[config.mk]
export PLATFORM = sky130hd
export DESIGN_NAME = muldiv_issue_ctrl
export DESIGN_NICKNAME = d
export VERILOG_FILES = /design/src/rtl/muldiv_issue_ctrl_pkg.sv /design/src/rtl/muldiv_issue_ctrl_cycle_watchdog.sv /design/src/rtl/muldiv_issue_ctrl.sv
export SDC_FILE = /design/constraint.sdc
export NUM_CORES = 1
export LEC_CHECK = 0
export CAP_MARGIN = 5
export CORE_MARGIN = 1.5
export CORE_UTILIZATION = 40
export CTS_BUF_LIST = sky130_fd_sc_hd__clkbuf_4
export DETAILED_ROUTE_END_ITERATION = 10
export HOLD_SLACK_MARGIN = 0.12
export PLACE_DENSITY = 0.88
export SYNTH_ARGS = -nofsm -noshare
export SYNTH_HDL_FRONTEND = slang
export SYNTH_HIERARCHICAL = 1
export SYNTH_SLANG_ARGS = --single-unit
[constraint.sdc]
create_clock -name clk -period 2.78 [get_ports clk]
set_clock_uncertainty 0.05 [all_clocks]
set_input_delay 0.278 -clock clk [delete_from_list [all_inputs] [get_ports clk]]
set_output_delay 0.278 -clock clk [all_outputs]
set_load 0.005 [all_outputs]
[src/rtl/muldiv_issue_ctrl_pkg.sv]
// Shared definitions for the RV32M issue controller: widths, funct3 codes and
// the controller's state encoding.
package muldiv_issue_ctrl_pkg;

    localparam int MD_XLEN           = 32;
    localparam int MD_TIMEOUT_CYCLES = 48;

    localparam logic [2:0] F3_MUL    = 3'b000;
    localparam logic [2:0] F3_MULH   = 3'b001;
    localparam logic [2:0] F3_MULHSU = 3'b010;
    localparam logic [2:0] F3_MULHU  = 3'b011;
    localparam logic [2:0] F3_DIV    = 3'b100;
    localparam logic [2:0] F3_DIVU   = 3'b101;
    localparam logic [2:0] F3_REM    = 3'b110;
    localparam logic [2:0] F3_REMU   = 3'b111;

    typedef enum logic [1:0] {
        ST_IDLE  = 2'd0,
        ST_ISSUE = 2'd1,
        ST_WAIT  = 2'd2,
        ST_DRAIN = 2'd3
    } md_state_e;

endpackage

[src/rtl/muldiv_issue_ctrl_cycle_watchdog.sv]
// Hang watchdog: down-counter reloaded while idle or cleared, flags the cycle in
// which TIMEOUT_CYCLES consecutive enabled cycles have elapsed.
module muldiv_issue_ctrl_cycle_watchdog #(
    parameter int TIMEOUT_CYCLES = 48
) (
    input  logic clk,
    input  logic rst,
    input  logic clear,
    input  logic enable,
    output logic hit
);

    localparam int            CW   = $clog2(TIMEOUT_CYCLES + 1);
    localparam logic [CW-1:0] LOAD = CW'(TIMEOUT_CYCLES - 1);

    logic [CW-1:0] cnt_q;

    always_ff @(posedge clk) begin
        if (rst || clear || !enable) begin
            cnt_q <= LOAD;
        end else if (cnt_q != '0) begin
            cnt_q <= cnt_q - CW'(1);
        end
    end

    // Terminal count reached on the TIMEOUT_CYCLES-th enabled cycle.
    assign hit = enable & ~clear & (cnt_q == '0);

endmodule

[src/rtl/muldiv_issue_ctrl.sv]
// EX-stage issue controller for the iterative RV32M mul_div unit: holds operands,
// drives the start/ready handshake, stalls the pipeline and emits the writeback.
module muldiv_issue_ctrl
    import muldiv_issue_ctrl_pkg::*;
#(
    parameter int XLEN           = MD_XLEN,
    parameter int TIMEOUT_CYCLES = MD_TIMEOUT_CYCLES
) (
    input  logic            clk,
    input  logic            rst,
    input  logic            ex_valid,
    input  logic            ex_is_muldiv,
    input  logic [2:0]      ex_funct3,
    input  logic [XLEN-1:0] ex_rs1_val,
    input  logic [XLEN-1:0] ex_rs2_val,
    input  logic [4:0]      ex_rd,
    input  logic            ex_flush,
    output logic            md_start,
    output logic [2:0]      md_opcode,
    output logic [XLEN-1:0] md_rs1,
    output logic [XLEN-1:0] md_rs2,
    input  logic            md_busy,
    input  logic            md_ready,
    input  logic [XLEN-1:0] md_result,
    output logic            stall_req,
    output logic            wb_valid,
    output logic [4:0]      wb_rd,
    output logic [XLEN-1:0] wb_data,
    output logic            md_timeout
);

    // state    | meaning
    // ST_IDLE  | no op in flight, accepting from EX
    // ST_ISSUE | one-cycle md_start, operands held
    // ST_WAIT  | op running, pipeline stalled until md_ready
    // ST_DRAIN | flushed op still running, its result is discarded

    md_state_e  state_q, state_d;
    logic       accept;
    logic       wd_enable;
    logic       wd_hit;
    logic       wb_fire;
    logic [4:0] rd_q;

    assign accept    = ex_valid & ex_is_muldiv & ~ex_flush & ~md_timeout;
    assign wd_enable = (state_q == ST_WAIT) || (state_q == ST_DRAIN);

    muldiv_issue_ctrl_cycle_watchdog #(
        .TIMEOUT_CYCLES(TIMEOUT_CYCLES)
    ) u_watchdog (
        .clk   (clk),
        .rst   (rst),
        .clear (md_ready),
        .enable(wd_enable),
        .hit   (wd_hit)
    );

    always_ff @(posedge clk) begin
        if (rst) begin
            state_q <= ST_IDLE;
        end else begin
            state_q <= state_d;
        end
    end

    always_comb begin
        state_d = state_q;
        case (state_q)
            ST_IDLE:  if (accept) state_d = ST_ISSUE;
            ST_ISSUE: state_d = ex_flush ? ST_DRAIN : ST_WAIT;
            ST_WAIT: begin
                if (wd_hit || md_ready) state_d = ST_IDLE;
                else if (ex_flush)      state_d = ST_DRAIN;
            end
            ST_DRAIN: if (wd_hit || md_ready) state_d = ST_IDLE;
            default:  state_d = ST_IDLE;
        endcase
    end

    // The pipeline is released in the md_ready cycle so the next op can be
    // accepted in the same cycle the writeback pulse appears.
    always_comb begin
        md_start  = 1'b0;
        stall_req = 1'b0;
        wb_fire   = 1'b0;
        case (state_q)
            ST_IDLE:  stall_req = accept;
            ST_ISSUE: begin
                md_start  = 1'b1;
                stall_req = 1'b1;
            end
            ST_WAIT: begin
                stall_req = ~md_ready & ~ex_flush;
                wb_fire   = md_ready & ~ex_flush & ~wd_hit;
            end
            ST_DRAIN: stall_req = ex_valid & ex_is_muldiv;
            default:  ;
        endcase
    end

    always_ff @(posedge clk) begin
        if (rst) begin
            md_opcode  <= '0;
            md_rs1     <= '0;
            md_rs2     <= '0;
            rd_q       <= '0;
            wb_valid   <= 1'b0;
            wb_rd      <= '0;
            wb_data    <= '0;
            md_timeout <= 1'b0;
        end else begin
            // mul_div re-reads the opcode when it finishes, so these only move on accept.
            if (state_q == ST_IDLE && accept) begin
                md_opcode <= ex_funct3;
                md_rs1    <= ex_rs1_val;
                md_rs2    <= ex_rs2_val;
                rd_q      <= ex_rd;
            end
            wb_valid <= wb_fire;
            if (wb_fire) begin
                wb_rd   <= rd_q;
                wb_data <= md_result;
            end
            if (wd_hit) md_timeout <= 1'b1;
        end
    end

    idle_unit_quiet_a: assert property (@(posedge clk) disable iff (rst)
        (state_q == ST_IDLE && !md_timeout) |-> !md_busy);

endmodule

======== Word-level counts from Yosys, hierarchy flattened ========
Index checks and enable logic that the tools add are counted.
operators by class
  add/sub/neg operators ................... 1
  equal/unequal tests ..................... 6
  bitwise gates (word level) .............. 12
  reductions and logical operators ........ 10
  muxes and demuxes ....................... 9
operator list
  operator                                                                  count
  1-bit AND                                                                 8
  2-bit 2-to-1 mux                                                          4
  2-bit case mux with 4 select lines                                        1
  6-bit zero test                                                           1
  6-bit nonzero test                                                        1
  6-bit by 1-bit subtractor with 6-bit output (second input constant)       1
  2-bit == test (second input constant)                                     2
  1-bit logical OR                                                          4
  1-bit NOT                                                                 4
  1-bit case mux with 4 select lines                                        1
  1-bit 2-to-1 mux                                                          3
  3-bit by 2-bit inequality test with 1-bit output (second input constant)  1
  3-bit AND reduction                                                       1
  2-bit by 1-bit == test with 1-bit output (second input constant)          1
  2-bit zero test                                                           1
  2-bit by 1-bit inequality test with 1-bit output (second input constant)  1
  2-bit inequality test (second input constant)                             1
  1-bit logical AND                                                         1
  1-bit zero test                                                           1
storage, ports and cells
  bits in registers ....................... 119
  output and inout port bits .............. 108

======== Longest topological paths before layout ========
  depth in word-level cells ............... 7
  mapped depth ............................ 9
  gate-level depth less buffers ........... 7

======== Hierarchy ========
Netlist, hierarchy kept.
by module, submodules not included
  module                            area an instance (sq um)  times used  seq. area each (sq um)  cells each
  muldiv_issue_ctrl                 4,370.4                   1           2,262.2                 525
  muldiv_issue_ctrl_cycle_watchdog  304.0                     1           120.1                   31

======== Worst setup path before layout ========
OpenSTA, ideal clock, no wires.
  path type ............................... flip-flop to flip-flop
  start point ............................. register u_watchdog.cnt_q[2]
  end point ............................... register wb_data[26]
  data arrival time ....................... 2,115 ps
  period minus slack after synthesis ...... 2,235 ps
  data required time ...................... 2,660 ps
  library setup time ...................... 70 ps
  setup slack ............................. 545 ps
  stages on the path, launching flop included .. 7
  cell sequence ........................... dfxtp_1 or3_4 nor4b_1 or4b_4 clkbuf_1 o21ai_0 a21oi_1
on the way
  cells in the longest elaborated chain, start to end .. 5
RTL lines
  element                   RTL line                                source
  start: declaration        muldiv_issue_ctrl_cycle_watchdog.sv:16  logic [CW-1:0] cnt_q;
  start signal: assignment  muldiv_issue_ctrl_cycle_watchdog.sv:22  cnt_q <= cnt_q - CW'(1);
  6-bit zero test           muldiv_issue_ctrl_cycle_watchdog.sv:27  assign hit = enable & ~clear & (cnt_q == '0);
  1-bit AND                 muldiv_issue_ctrl_cycle_watchdog.sv:27
  via wd_hit                muldiv_issue_ctrl.sv:41                 logic wd_hit;
  1-bit NOT                 muldiv_issue_ctrl.sv:94                 wb_fire = md_ready & ~ex_flush & ~wd_hit;
  1-bit AND                 muldiv_issue_ctrl.sv:94
  1-bit 2-to-1 mux          muldiv_issue_ctrl.sv:86                 case (state_q)
  end signal: assignment    muldiv_issue_ctrl.sv:122                wb_data <= md_result;
  end: declaration          muldiv_issue_ctrl.sv:28                 output logic [XLEN-1:0] wb_data,
The timed path passes the listed nets, and every way through them passes these cells.
A chain may end at the register's enable or synchronous reset.

======== Worst setup path in the final report ========
  start point ............................. register state_q[1]
  end point ............................... output stall_req
on the way
  cells in the longest elaborated chain, start to end .. 2
RTL lines
  element                                 RTL line                 source
  start: declaration                      muldiv_issue_ctrl.sv:38  md_state_e state_q, state_d;
  start signal: assignment                muldiv_issue_ctrl.sv:62  state_q <= state_d;
  2-bit == test (tied with other cells)   muldiv_issue_ctrl.sv:86
  1-bit case mux with 4 select lines (*)  muldiv_issue_ctrl.sv:86
  end: declaration                        muldiv_issue_ctrl.sv:25  output logic stall_req,
Every way passes the cells marked *; elsewhere a longest branch is shown, timed or not.

==> results.toml <==
[cts]
cts_buffer_depth = 2
clock_sinks = 119
clkSlewWorstSetupHoldPaths_ps = 90
ctsResizeCount = 0
cts_hold_buf = 0
h-tree-depth = 4
cts_tree = "done"
postCtsSetupBuffers = 0
cts_buffers = 17
clk_latency_ps = 500
cts_root_buffer = "clkbuf_4"

[die]
die_y_um = 111.1
die_w_um = 111.1
rows = 39
ioPinCount = 219
coreArea_sq_mm = 0.01142
start_util_pct = 40.94
die-area_sq_mm = 0.01234

[worst_setup_path]
end_kind = "primary output"
arrival_ps = 2140
path_class = "flip-flop to primary output"
crit_path_start_kind = "flip-flop"
crit_fanout = 11
worstPathRequired_ps = 2450

[timing]
post-route-period-util_pct = 88.67
rsz0062_at_grt = "false"
timing_hold_violations_final = 0
worst_slew_pin_slew_ps = 771.3
drv_slew = 0
slew_headroom_pct = 48.58
min_period_ps = 2465
fin_setup_tns_ps = 0
fmax_mhz = 405.7
finalSetupViolCount = 0

[detailed_routing]
drcViolationCount = 0
drt-total-wl_um = 14680
wl_per_cell_um = 16.40
vias = 5014
ant_nets = 0
drtIter0Drc = 482
via_per_inst = 5.602
firstDrtPassIters = 7

[power_and_ir_drop]
power.switching_mw = 0.8531
power.clock.fraction_pct = 35.6
powerDensity_mw_per_mm2 = 487.0
power_frac_comb_pct = 13.2
internal-power_mw = 2.594
vdd_drop_max_v = 0.0003237
leakage_nw = 2.328
swShare_pct = 24.75
sequentialPowerShare_pct = 51.2

[synthesis]
yosysSeqAreaShare_pct = 50.96
yosysMostFrequentCell = "dfxtp_1"
syn_nets = 669
synth_common_cells = "dfxtp_1 (119), a21oi_1 (111), nand3_1 (109), o21ai_1 (62), o21ai_0 (50)"
synthCells = 556
yosys_warnings = 6
yosys_most_used_dff = "dfxtp_1"
synth_cell_types = 35
synth_top_area_share_pct = 50.96
syn_area_per_cell_sq_um = 8.407
netlist_area_sq_mm = 0.004674
synthArstFlopShare_pct = 0
ys_ff_latch = 119
yosys-top-cells-area = "dfxtp_1 (51%), a21oi_1 (12%), nand3_1 (12%)"
yosys.area.top_type = "dfxtp_1"
synth_edf_count = 0

[cells_and_area]
nets = 854
finalInstanceArea_sq_mm = 0.007078
drive_gt1_share_pct = 6.250
area_growth_pct = 51.42
nFillCells = 985
num_antenna_cells = 0

[global_route]
grtUsageTotal_pct = 23.11
met3_usage_pct = 6.944
use_met1_pct = 26.62
top_usage_layer = "met2"
antenna_found_initial = 0
overflow = 0
grt_max_degree = 74
grt_pass1_vias = 4883
grt_pass1_wl_um = 23360
globalRouteMet2Util_pct = 39.26

[placement]
hpwl_um = 9679
globalplace.congestion = 0.8097
place_area_sq_mm = 0.006807
numPortBuffers = 217

[status]
status = "completed"

[flow_run]
drv_cap = 0

[min_path]
hold_path_class = "input pin to flip-flop"
## cell usage in the layout (no fill, tap or decap)
cell / Yosys / routed
a21oi_1: 111 / 111
a22oi_1: 1 / 1
a31oi_1: 2 / 2
and3b_2: 0 / 1
buf_4: 1 / 12
bufinv_16: 0 / 3
clkbuf_4: 0 / 18
clkdlybuf4s50_1: 0 / 216
clkinv_1: 0 / 3
clkinv_2: 0 / 4
clkinvlp_4: 0 / 2
dfxtp_1: 119 / 119
ha_1: 2 / 2
inv_1: 4 / 4
mux2_2: 1 / 1
nand2_1: 2 / 2
nand2b_1: 1 / 1
nand3_1: 109 / 109
nand3b_1: 1 / 1
nor2_1: 5 / 5
nor2b_1: 2 / 2
nor3_1: 2 / 2
nor3_4: 1 / 1
nor3b_1: 4 / 4
nor4b_1: 2 / 2
nor4b_4: 1 / 1
o211a_1: 1 / 1
o211ai_1: 1 / 1
o21ai_0: 50 / 50
o21ai_1: 62 / 62
o21ai_2: 1 / 1
o31ai_1: 1 / 1
or3_2: 0 / 1
or3_4: 1 / 1
or4_1: 1 / 1
or4b_4: 1 / 1
xnor2_1: 3 / 3
## cells by family after synthesis
logic type | after synthesis | share of synthesized area [%]
buffers and inverters | 66 | 6.772
XOR/XNOR | 3 | 0.5622
AO/OA/AOI/OAI | 230 | 25.03
multiplexers | 1 | 0.2409
adder cells (fa/ha/maj) | 2 | 0.5352
flip-flops | 119 | 50.96
AND/OR/NAND/NOR | 135 | 15.90
## final cells by class
cell class                 count  area (sq um)  area share [%]
clock buffer                  18         135.1           1.909
clock inverter                12         136.4           1.927
inverter                       4         15.01          0.2121
multi-input combinational    371          1978           27.95
sequential                   119          2382           33.66
tap                          143         178.9           2.528
timing repair buffer         228          2252           31.82
## power by group through the flow
stage	Combinational [mW]	Clock, mW	Sequential [mW]
6_report	0.455	1.23	1.77
5_1_grt	0.489	1.33	1.77
4_1_cts	0.454	1.26	1.77
3_5_place_dp	0.451	0	1.81
3_3_place_gp	0.440	0	1.80
2_1_floorplan	0.182	0	1.80
## path summary, 6_finish.rpt
path | from | end | slack (ps) | cells after the start
worst min register to register | rd_q[1]$_SDFFE_PP0P_ | wb_rd[1]$_SDFFE_PP0P_ | 420 | 2
worst max register to register | u_watchdog/cnt_q[0]$_SDFFE_PP1P_ | wb_data[26]$_SDFFE_PP0P_ | 420 | 8
worst min-delay path | rst | md_timeout$_SDFFE_PP0P_ | 170 | 2
worst max-delay path | state_q[1]$_SDFFE_PP0P_ | stall_req | 310 | 4
## sequential cells by signal, indices dropped and copies added, names as in the netlist
| name | count |
|---|---|
| state_q | 2 |
| md_opcode | 3 |
| md_timeout | 1 |
| wb_rd | 5 |
| md_rs1 | 32 |
| u_watchdog/cnt_q | 6 |
| wb_data | 32 |
| wb_valid | 1 |
| rd_q | 5 |
| md_rs2 | 32 |
## worst max-delay path: stages, from the launching register on
cell and delay (ps):
dfxtp_1 560, nor4b_1 330, a31oi_1 70, o21ai_0 120
clkdlybuf4s50_1 550
## routing by layer
layer,routed length [um],up-vias
met3,1029,40
met2,7299,237
met5,0,-
li1,-,2370
met1,5877,2367
met4,471,0
## stage by stage
step           utilization (%)  power (mW)  worst slack [ps]  hold WS (ps)  cells
2_1_floorplan                -       1.985             545.1         375.5    556
3_3_place_gp             59.61       2.242             477.4         397.5    865
3_5_place_dp             59.61       2.256             421.8         411.5    865
4_1_cts                  61.99       3.478             292.0         129.5    895
5_1_grt                  61.99       3.587             137.9         167.5    895
6_report                 61.99       3.447             315.0         170.4    895
(Power assumes the default switching activity.)
